`src/rtl/key_event_pkg.sv`:
```
// Shared types and default timing for the push-button event front-end.
// Channel state encoding and a constant helper for sizing the down-counter.
package key_event_pkg;

    typedef enum logic [2:0] {
        IDLE        = 3'd0,
        DEB_PRESS   = 3'd1,
        HELD        = 3'd2,
        REPEAT      = 3'd3,
        DEB_RELEASE = 3'd4
    } key_state_t;

    // 50 MHz board clock: 20 ms debounce, 0.5 s first repeat, 0.1 s repeat rate
    localparam int DEF_DEBOUNCE_CYCLES = 1_000_000;
    localparam int DEF_REPEAT_DELAY    = 25_000_000;
    localparam int DEF_REPEAT_PERIOD   = 5_000_000;

    function automatic int max3(input int a, input int b, input int c);
        int m;
        m = (a > b) ? a : b;
        return (m > c) ? m : c;
    endfunction

endpackage

```
`src/rtl/key_event_gen_if.sv`:
```
// inc/dec event interface between the button front-end and its consumer.
// inc/dec are single-cycle strobes: no ready, the consumer must act in that cycle.
interface key_event_gen_if;
    logic inc;
    logic dec;
    logic held_inc;
    logic held_dec;

    modport master (output inc, output dec, output held_inc, output held_dec);
    modport slave  (input  inc, input  dec, input  held_inc, input  held_dec);
endinterface

```
`src/rtl/key_channel.sv`:
```
// One push-button channel: 2-flop synchronizer, debounce / hold / auto-repeat FSM
// sharing a single down-counter; pulse is registered, held decodes the state.
module key_channel
    import key_event_pkg::*;
#(
    parameter int DEBOUNCE_CYCLES = DEF_DEBOUNCE_CYCLES,
    parameter int REPEAT_DELAY    = DEF_REPEAT_DELAY,
    parameter int REPEAT_PERIOD   = DEF_REPEAT_PERIOD,
    parameter int CNT_W           = 1
) (
    input  logic       clock_50,
    input  logic       reset_n,
    input  logic       key_n,
    output logic       pulse,
    output logic       held,
    output key_state_t state
);

    localparam logic [CNT_W-1:0] DEB_LOAD = CNT_W'(DEBOUNCE_CYCLES - 1);
    localparam logic [CNT_W-1:0] DLY_LOAD = CNT_W'(REPEAT_DELAY - 1);
    localparam logic [CNT_W-1:0] PER_LOAD = CNT_W'(REPEAT_PERIOD - 1);
    localparam logic [CNT_W-1:0] CNT_ONE  = CNT_W'(1);

    logic [1:0]       sync_q;
    logic             pressed;
    logic             expired;
    key_state_t       state_q, state_d;
    logic [CNT_W-1:0] cnt_q, cnt_d;
    logic             pulse_d;

    assign pressed = ~sync_q[1];
    assign expired = (cnt_q == '0);

    always_ff @(posedge clock_50) begin
        if (!reset_n) begin
            sync_q  <= 2'b11;
            state_q <= IDLE;
            cnt_q   <= '0;
            pulse   <= 1'b0;
        end else begin
            sync_q  <= {sync_q[0], key_n};
            state_q <= state_d;
            cnt_q   <= cnt_d;
            pulse   <= pulse_d;
        end
    end

    // A release seen in the same cycle as a repeat expiry wins: no pulse.
    always_comb begin
        state_d = state_q;
        cnt_d   = cnt_q;
        pulse_d = 1'b0;
        case (state_q)
            IDLE: begin
                if (pressed) begin
                    state_d = DEB_PRESS;
                    cnt_d   = DEB_LOAD;
                end
            end
            DEB_PRESS: begin
                if (!pressed) begin
                    state_d = IDLE;
                end else if (expired) begin
                    state_d = HELD;
                    cnt_d   = DLY_LOAD;
                    pulse_d = 1'b1;
                end else begin
                    cnt_d = cnt_q - CNT_ONE;
                end
            end
            HELD, REPEAT: begin
                if (!pressed) begin
                    state_d = DEB_RELEASE;
                    cnt_d   = DEB_LOAD;
                end else if (expired) begin
                    state_d = REPEAT;
                    cnt_d   = PER_LOAD;
                    pulse_d = 1'b1;
                end else begin
                    cnt_d = cnt_q - CNT_ONE;
                end
            end
            DEB_RELEASE: begin
                if (pressed) begin
                    cnt_d = DEB_LOAD;
                end else if (expired) begin
                    state_d = IDLE;
                end else begin
                    cnt_d = cnt_q - CNT_ONE;
                end
            end
            default: begin
                state_d = IDLE;
                cnt_d   = '0;
            end
        endcase
    end

    assign held  = (state_q == HELD) || (state_q == REPEAT) || (state_q == DEB_RELEASE);
    assign state = state_q;

endmodule

```
`src/rtl/key_event_gen.sv`:
```
// Debounced inc/dec event generator with hold-to-repeat for the DE1 counter demo.
// Holding one key suppresses events from the other; outputs are registered.
module key_event_gen
    import key_event_pkg::*;
#(
    parameter int DEBOUNCE_CYCLES = DEF_DEBOUNCE_CYCLES,
    parameter int REPEAT_DELAY    = DEF_REPEAT_DELAY,
    parameter int REPEAT_PERIOD   = DEF_REPEAT_PERIOD
) (
    input  logic                   clock_50,
    input  logic                   reset_n,
    input  logic                   key_inc_n,
    input  logic                   key_dec_n,
    key_event_gen_if.master        evt,
    output key_state_t             dbg_state_inc,
    output key_state_t             dbg_state_dec
);

    localparam int CNT_W = $clog2(max3(DEBOUNCE_CYCLES, REPEAT_DELAY, REPEAT_PERIOD));

    if (DEBOUNCE_CYCLES < 2) begin : g_bad_debounce
        $error("key_event_gen: DEBOUNCE_CYCLES must be >= 2");
    end
    if (REPEAT_DELAY < 2) begin : g_bad_delay
        $error("key_event_gen: REPEAT_DELAY must be >= 2");
    end
    if (REPEAT_PERIOD < 2) begin : g_bad_period
        $error("key_event_gen: REPEAT_PERIOD must be >= 2");
    end

    logic pulse_inc, pulse_dec;
    logic held_inc_ch, held_dec_ch;

    key_channel #(
        .DEBOUNCE_CYCLES(DEBOUNCE_CYCLES),
        .REPEAT_DELAY   (REPEAT_DELAY),
        .REPEAT_PERIOD  (REPEAT_PERIOD),
        .CNT_W          (CNT_W)
    ) u_inc (
        .clock_50(clock_50),
        .reset_n (reset_n),
        .key_n   (key_inc_n),
        .pulse   (pulse_inc),
        .held    (held_inc_ch),
        .state   (dbg_state_inc)
    );

    key_channel #(
        .DEBOUNCE_CYCLES(DEBOUNCE_CYCLES),
        .REPEAT_DELAY   (REPEAT_DELAY),
        .REPEAT_PERIOD  (REPEAT_PERIOD),
        .CNT_W          (CNT_W)
    ) u_dec (
        .clock_50(clock_50),
        .reset_n (reset_n),
        .key_n   (key_dec_n),
        .pulse   (pulse_dec),
        .held    (held_dec_ch),
        .state   (dbg_state_dec)
    );

    // A channel pulse implies its own held, so inc and dec can never coincide.
    always_ff @(posedge clock_50) begin
        if (!reset_n) begin
            evt.inc      <= 1'b0;
            evt.dec      <= 1'b0;
            evt.held_inc <= 1'b0;
            evt.held_dec <= 1'b0;
        end else begin
            evt.inc      <= pulse_inc & ~held_dec_ch;
            evt.dec      <= pulse_dec & ~held_inc_ch;
            evt.held_inc <= held_inc_ch;
            evt.held_dec <= held_dec_ch;
        end
    end

endmodule

```
`src/flat_wrapper.sv`:
```
// flat-port wrapper written by rule: the top's interface ports become plain ports
module key_event_gen_flat import key_event_pkg::*;
#(
    parameter int DEBOUNCE_CYCLES = DEF_DEBOUNCE_CYCLES,
    parameter int REPEAT_DELAY    = DEF_REPEAT_DELAY,
    parameter int REPEAT_PERIOD   = DEF_REPEAT_PERIOD
)
  (clock_50, reset_n, key_inc_n, key_dec_n, dbg_state_inc, dbg_state_dec, evt_inc, evt_dec, evt_held_inc, evt_held_dec);
  key_event_gen_if evt_i ();
  input  logic clock_50;
  input  logic reset_n;
  input  logic key_inc_n;
  input  logic key_dec_n;
  output key_state_t dbg_state_inc;
  output key_state_t dbg_state_dec;
  output wire logic [$bits(evt_i.inc)-1:0] evt_inc;
  output wire logic [$bits(evt_i.dec)-1:0] evt_dec;
  output wire logic [$bits(evt_i.held_inc)-1:0] evt_held_inc;
  output wire logic [$bits(evt_i.held_dec)-1:0] evt_held_dec;
  assign evt_inc = evt_i.inc;
  assign evt_dec = evt_i.dec;
  assign evt_held_inc = evt_i.held_inc;
  assign evt_held_dec = evt_i.held_dec;
  key_event_gen #(.DEBOUNCE_CYCLES(DEBOUNCE_CYCLES), .REPEAT_DELAY(REPEAT_DELAY), .REPEAT_PERIOD(REPEAT_PERIOD)) u_core (.clock_50(clock_50), .reset_n(reset_n), .key_inc_n(key_inc_n), .key_dec_n(key_dec_n), .evt(evt_i), .dbg_state_inc(dbg_state_inc), .dbg_state_dec(dbg_state_dec));
endmodule
```
`config.mk`:
```
export PLATFORM = sky130hd
export DESIGN_NAME = key_event_gen_flat
export DESIGN_NICKNAME = d
export VERILOG_FILES = /design/src/rtl/key_event_pkg.sv /design/src/rtl/key_event_gen_if.sv /design/src/rtl/key_channel.sv /design/src/rtl/key_event_gen.sv /design/src/flat_wrapper.sv
export SDC_FILE = /design/constraint.sdc
export NUM_CORES = 1
export LEC_CHECK = 0
export ABC_AREA = 1
export BUFFER_PORTS_ARGS = -buffer_cell sky130_fd_sc_hd__buf_2
export CAP_MARGIN = 20
export CORE_MARGIN = 5
export CORE_UTILIZATION = 53
export CTS_BUF_LIST = sky130_fd_sc_hd__clkbuf_4 sky130_fd_sc_hd__clkbuf_8
export DETAILED_ROUTE_END_ITERATION = 6
export PLACE_DENSITY = 0.7
export SLEW_MARGIN = 0
export SYNTH_ARGS = -nofsm -noshare
export SYNTH_HDL_FRONTEND = slang
export SYNTH_SLANG_ARGS = --single-unit
```
`constraint.sdc`:
```
create_clock -name clock_50 -period 1.85 [get_ports clock_50]
set_input_delay 0.185 -clock clock_50 [delete_from_list [all_inputs] [get_ports clock_50]]
set_output_delay 0.185 -clock clock_50 [all_outputs]
set_load 0.1 [all_outputs]
```
**After elaboration in Yosys (flattened, before gate mapping)**

Index checks and enable logic that the tools add are counted.

- Bits in registers: 66
- Latch bits: 0
- Bits in writable memories: 0
- Bits in read-only memories: 0
- Input port bits: 4
- Output and inout port bits: 10
- Logic and storage cells: 95
- Memories: 0

- $add $sub $neg: 2
- Multiply operators: 0
- Divide/modulo/power cells: 0
- $lt $le $gt $ge: 0
- Equal/unequal tests: 22
- Shifts and indexed selects: 0
- Muxes and demuxes: 34
- Bitwise gates (word level): 7
- Reduce and logical (&&, ||, !) cells: 18

Operators by type and width:

| kind | number |
|---|---|
| two-way mux 25 bit | 14 |
| one-hot mux 25 bit (4 select lines) | 2 |
| zero test 25 bit | 2 |
| subtractor 25 x 1 -> 25 bit, second input constant | 2 |
| two-way mux 3 bit | 14 |
| one-hot mux 3 bit (4 select lines) | 2 |
| inequality test 3 bit, second input constant | 6 |
| inequality test 2 bit, second input constant | 8 |
| equality test 3 x 2 -> 1 bit, second input constant | 4 |
| OR reduction 3 bit | 4 |
| AND reduction 5 bit | 2 |
| equality test 3 x 1 -> 1 bit, second input constant | 2 |
| equality test 3 bit, second input constant | 2 |
| zero test 3 bit | 2 |
| AND reduction 3 bit | 2 |
| NOT 1 bit | 5 |
| logical OR 1 bit | 4 |
| OR reduction 2 bit | 2 |
| bitwise AND 1 bit | 2 |
| two-way mux 1 bit | 2 |

**Longest topological paths before layout**

- Word-level depth: 5
- Gate-level depth with buffers: 12
- Mapped depth without buffers: 12

**Modules after synthesis**

From an unflattened synthesis, not the netlist that was laid out.

- Cells, all modules: 713
- Area, all modules: 4,430.5 um^2

Modules (own cells, without submodules):

| module | times used | cells each | area an instance (um^2) |
|---|---|---|---|
| key_channel (u_core.u_inc) | 1 | 360 | 2,179.6 |
| key_channel (u_core.u_dec) | 1 | 341 | 2,140.8 |
| key_event_gen | 1 | 12 | 110.1 |

**Worst setup path after synthesis**

OpenSTA, ideal clock, no wires.

- Kind: reg2reg
- Start: register u_core.u_inc.state_q[2] (netlist: u_core.u_inc.state[2])
- End: register u_core.u_inc.cnt_q[0]
- Library setup time: 132 ps
- Data arrival time: 2,248 ps
- Required time: 1,718 ps
- Slack: -530 ps
- Stages on the path, launching flop included: 11
- Path buffers: 1
- Clock period less this slack: 2,380 ps
- Cells stage by stage: dfxtp_1 inv_1 nor3_2 inv_1 nor2_1 nand3_2 nand2_4 inv_2 buf_2 nand2_1 a21oi_1

- Word-level cells in the longest chain between the ends: 3
- Elaborated cells between the ends (all ways): 11

Ends and longest elaborated chain:

| item | RTL line | text |
|---|---|---|
| from (decl) | key_channel.sv:27 | `key_state_t state_q, state_d;` |
| from (signal assigned) | key_channel.sv:42 | `state_q <= state_d;` |
| equality test 3 x 2 -> 1 bit, or another cell as far along | key_channel.sv:53 | `case (state_q)` |
| OR reduction 2 bit, or another cell as far along | key_channel.sv:53 |  |
| one-hot mux 25 bit (4 select lines) / AND reduction 3 bit (equally long branches) | -- |  |
| to (signal assigned) | key_channel.sv:43 | `cnt_q <= cnt_d;` |
| to (decl) | key_channel.sv:28 | `logic [CNT_W-1:0] cnt_q, cnt_d;` |

Parallel ways exist; a longest one is shown, timed or not.
A chain may end at the register's enable or synchronous reset.

**Final worst setup path**

- Start: register u_core.u_dec.cnt_q[1]
- End: register u_core.u_dec.cnt_q[11]

- Word-level cells in the longest chain between the ends: 4
- Elaborated cells between the ends (all ways): 11

Ends and longest elaborated chain:

| item | RTL line |
|---|---|
| from (decl) | key_channel.sv:28 |
| from (signal assigned) | key_channel.sv:43 |
| subtractor 25 x 1 -> 25 bit / zero test 25 bit (equally long branches) | -- |
| two-way mux 25 bit (on tied branches) | key_channel.sv:86, key_channel.sv:63, key_channel.sv:75 |
| two-way mux 25 bit (on tied branches) | key_channel.sv:84, key_channel.sv:72, key_channel.sv:61 |
| one-hot mux 25 bit (4 select lines) | key_channel.sv:53 |

Parallel ways exist; a longest one is shown, timed or not. The select of a mux whose other input is x is not followed.

==> out/results.tsv <==
stage	metric	value	unit
run_status	status	completed	
global_route	met2_usage	47.18	%
route	dr.pass1.iters	5	
route	postRouteAntennaNets	0	
critical_path	startpoint_type	register	
timing	fin_skew	0.008722	ns
synth	synthTopCellsByCount	199 x nand2_1, 99 x nor2_1, 80 x inv_1	
critical_path	r2r-start	u_core.u_dec.cnt_q[1]$_SDFFE_PN0P_	
critical_path	critPathKind	register to register	
timing	rsz0062_at_grt	yes	
critical_path	r2r_cells	12	
global_route	gr-usage-met3	3.581	%
global_route	grt_max_degree	32	
route	drcViolationCount	0	
route	detail_route.wl_per_cell	14.41	um
timing	maxSlewHeadroom	63.08	%
pwr	p_leak	2.551	nW
worst_hold_path	hold_start	key_inc_n	
cts	numCtsBuffers	9	
timing	fin_tns_setup	0	ns
route	drtIter0Drc	226	
timing	fin_crit_sh	95.71	%
finish	nets	799	
route	dr_total_vias	4822	
pwr	power_density	1067	nW/um^2
place	routabilityCongestion	0.9485	
synth	synthFlopType	dfxtp_1	
pwr	power	5.840	mW
synth	async_reset_ff_share	0	%
cts	hold_buffers	0	
critical_path	crit_fanout	9	
synth	synth.yosys.seq_area_share	29.80	%
floorplanning	start_util	54.24	%
synth	synth_area_leaders	dfxtp_1 30%, nand2_1 17%, nor2_1 8.4%	
synth	syn_nets	729	
critical_path	r2r_end	u_core.u_dec.cnt_q[11]$_SDFFE_PN0P_	
cts	clockBufferDepth	2	
timing	fmax	564.8	MHz
synth	yosysMostFrequentCell	nand2_1	
global_route	grt_pass1_wl	21420	um
timing	tightestPinTransition	0.5513	ns
worst_hold_path	holdCritPathClass	input pin to register	
worst_hold_path	hold_path_end	u_core.u_inc.sync_q[0]$_SDFF_PN1_	
place	hpwl	9761	um
synth	synth_edf_count	0	
synth	yosys.area.top_type_share	29.80	%
timing	slew_violations	0	
synth	syn-cell-area	4434	sq um
floorplanning	dieArea	10300	sq um
global_route	met1_usage	30.36	%
flow_run	drv_cap	0	
global_route	grt-ovfl-total	0	
global_route	grt_busiest_layer	met2	
synth	ys_ff_latch	66	
critical_path	crit_arrival	2.06	ns
worst_hold_path	hold_depth	2	
cts	cts_tree	done	
synth	syn_avg_cell_area	6.133	sq um
floorplanning	io_pins	14	
route	drt-total-wl	13010	um
place	io_buffer_count	13	
synth	yosys.area.top_type	dfxtp_1	
floorplanning	dieHeight	101.5	um
synth	synthCells	723	
floorplanning	placement_rows	33	
floorplanning	die_width	101.5	um
timing	fin_crit	1.771	ns
critical_path	endpoint_kind	register	
pwr	ir_drop	0.0005933	V
finish	fin_util	66.93	%
timing	hold_violations	0	
synth	yosysWarnings	0	
finish	num_antenna_cells	0	
cts	clkSlewWorstSetupHoldPaths	0.08	ns
cts	clkSinkCount	66	
finish	synthToLayoutAreaGrowth	23.39	%
global_route	grt_util_all_layers	26.26	%
floorplanning	core-area	8175	sq um
global_route	antenna_found_initial	0	
critical_path	reg2reg_setup_slack	0.08	ns
finish	final_layout_size_suffix_gt1_share	21.80	%
cts	clock_latency	0.35	ns
synth	synth_cell_types	38	
finish	nFillCells	743	
cts	h-tree-depth	3	
route	post_drt_via_cell_ratio	5.340	
cts	root_buffer	clkbuf_8	
timing	finalSetupViolCount	0	
global_route	grt_pass1_vias	4635	
critical_path	critPathRequiredTime	2.14	ns
[timing repair]
action,4_1_cts,5_1_grt
resized for setup,2,67
setup buffers,1,3
gates cloned,0,1
pin swaps,4,16
setup endpoints to repair,3,52
[registers in the layout, indices dropped and copies added, names as in the netlist]
signal,flops
u_core.evt.dec,1
u_core.evt.held_dec,1
u_core.evt.held_inc,1
u_core.evt.inc,1
u_core.u_dec.cnt_q,25
u_core.u_dec.pulse,1
u_core.u_dec.state,3
u_core.u_dec.sync_q,2
u_core.u_inc.cnt_q,25
u_core.u_inc.pulse,1
u_core.u_inc.state,3
u_core.u_inc.sync_q,2
[per-layer routing]
metal  wire length, um  vias up
met3               599       44
met2              6605      145
met4               547        0
met5                 0        -
li1                  -     2467
met1              5261     2166
[cells in the final DEF (no fill, tap or decap), drive strengths merged, types with 2 or more instances in the layout]
cell    Yosys  layout
nor3        8       8
xor2       18      18
clkbuf      9      10
clkinv      1       5
nand4      14      14
o21ai      37      37
buf         7      74
nand3b      4       4
inv        83      84
a21oi      59      59
bufinv      0       2
ha          2       2
a21boi      2       2
dfxtp      66      66
nand2     207     207
nor4        3       3
nor2      113     113
xnor2      10      10
o21bai      3       3
or2         6       6
nand3      63      63
o211ai      3       3
[worst max path at each step]
stage	from	to	slack (ns)
finish	u_core.u_dec.cnt_q[1]$_SDFFE_PN0P_	u_core.u_dec.cnt_q[11]$_SDFFE_PN0P_	0.08
global route	u_core.u_inc.cnt_q[4]$_SDFFE_PN0P_	u_core.u_inc.cnt_q[14]$_SDFFE_PN0P_	-0.05
CTS	u_core.u_dec.cnt_q[1]$_SDFFE_PN0P_	u_core.u_dec.cnt_q[23]$_SDFFE_PN0P_	0.0004
detailed placement	u_core.u_dec.cnt_q[0]$_SDFFE_PN0P_	u_core.u_dec.cnt_q[7]$_SDFFE_PN0P_	0.004
global placement	u_core.u_dec.cnt_q[18]$_SDFFE_PN0P_	u_core.u_dec.cnt_q[4]$_SDFFE_PN0P_	0.08
floorplan	u_core.u_inc.state[1]$_SDFFE_PN0P_	u_core.u_inc.cnt_q[11]$_SDFFE_PN0P_	0.01
[critical path: stages (launching register included)]
cell and delay [ns]:
dfxtp_2 0.34, inv_2 0.07, ha_4 0.15, nand2_4 0.07, nor2_8 0.13, nand2_4 0.08, nor2_4 0.17, nand4_4 0.10
nand2_4 0.15, buf_12 0.12, clkbuf_16 0.13, nand2_1 0.05, a21oi_1 0.13
[area by class of cell]
class / count / area (sq um) / area share, %
clock buffers: 9 / 123.9 / 2.264
well taps: 105 / 131.4 / 2.401
flip-flops and latches: 66 / 1344 / 24.56
repair buffers: 75 / 588.1 / 10.75
clock inverters: 7 / 102.6 / 1.875
multi-input cells: 557 / 2867 / 52.39
inverters: 84 / 315.3 / 5.763
[power breakdown]
group / leakage, nW / switching, mW / internal, mW
combinational: 1.89 / 1.69 / 1.09
sequential: 0.544 / 0.113 / 1.54
clock: 0.115 / 0.639 / 0.773
[metrics by stage]
step | setup slack (ns) | hold WS (ns) | std cells | cell area [sq um]
after floorplan | 0.01314 | 0.2916 | 723 | 4444
after global placement | 0.07630 | 0.3688 | 882 | 4962
after detailed placement | 0.003935 | 0.3739 | 882 | 4962
after CTS | 0.0003633 | 0.002557 | 899 | 5201
after global routing | -0.04575 | 0.007229 | 903 | 5472
final | 0.07931 | 0.01650 | 903 | 5472
[cells by family (layout without fill, tap and decap cells)]
family	after synthesis	in the layout	share of synthesized area (%)
flip-flops	66	66	29.80
buffers and inverters	100	175	9.509
XOR/XNOR	28	28	5.530
AND/OR/NAND/NOR	419	419	41.65
adder cells (fa/ha/maj)	2	2	0.5642
AO/OA/AOI/OAI	108	108	12.95
No activity file was read; power rests on OpenSTA's default activity.
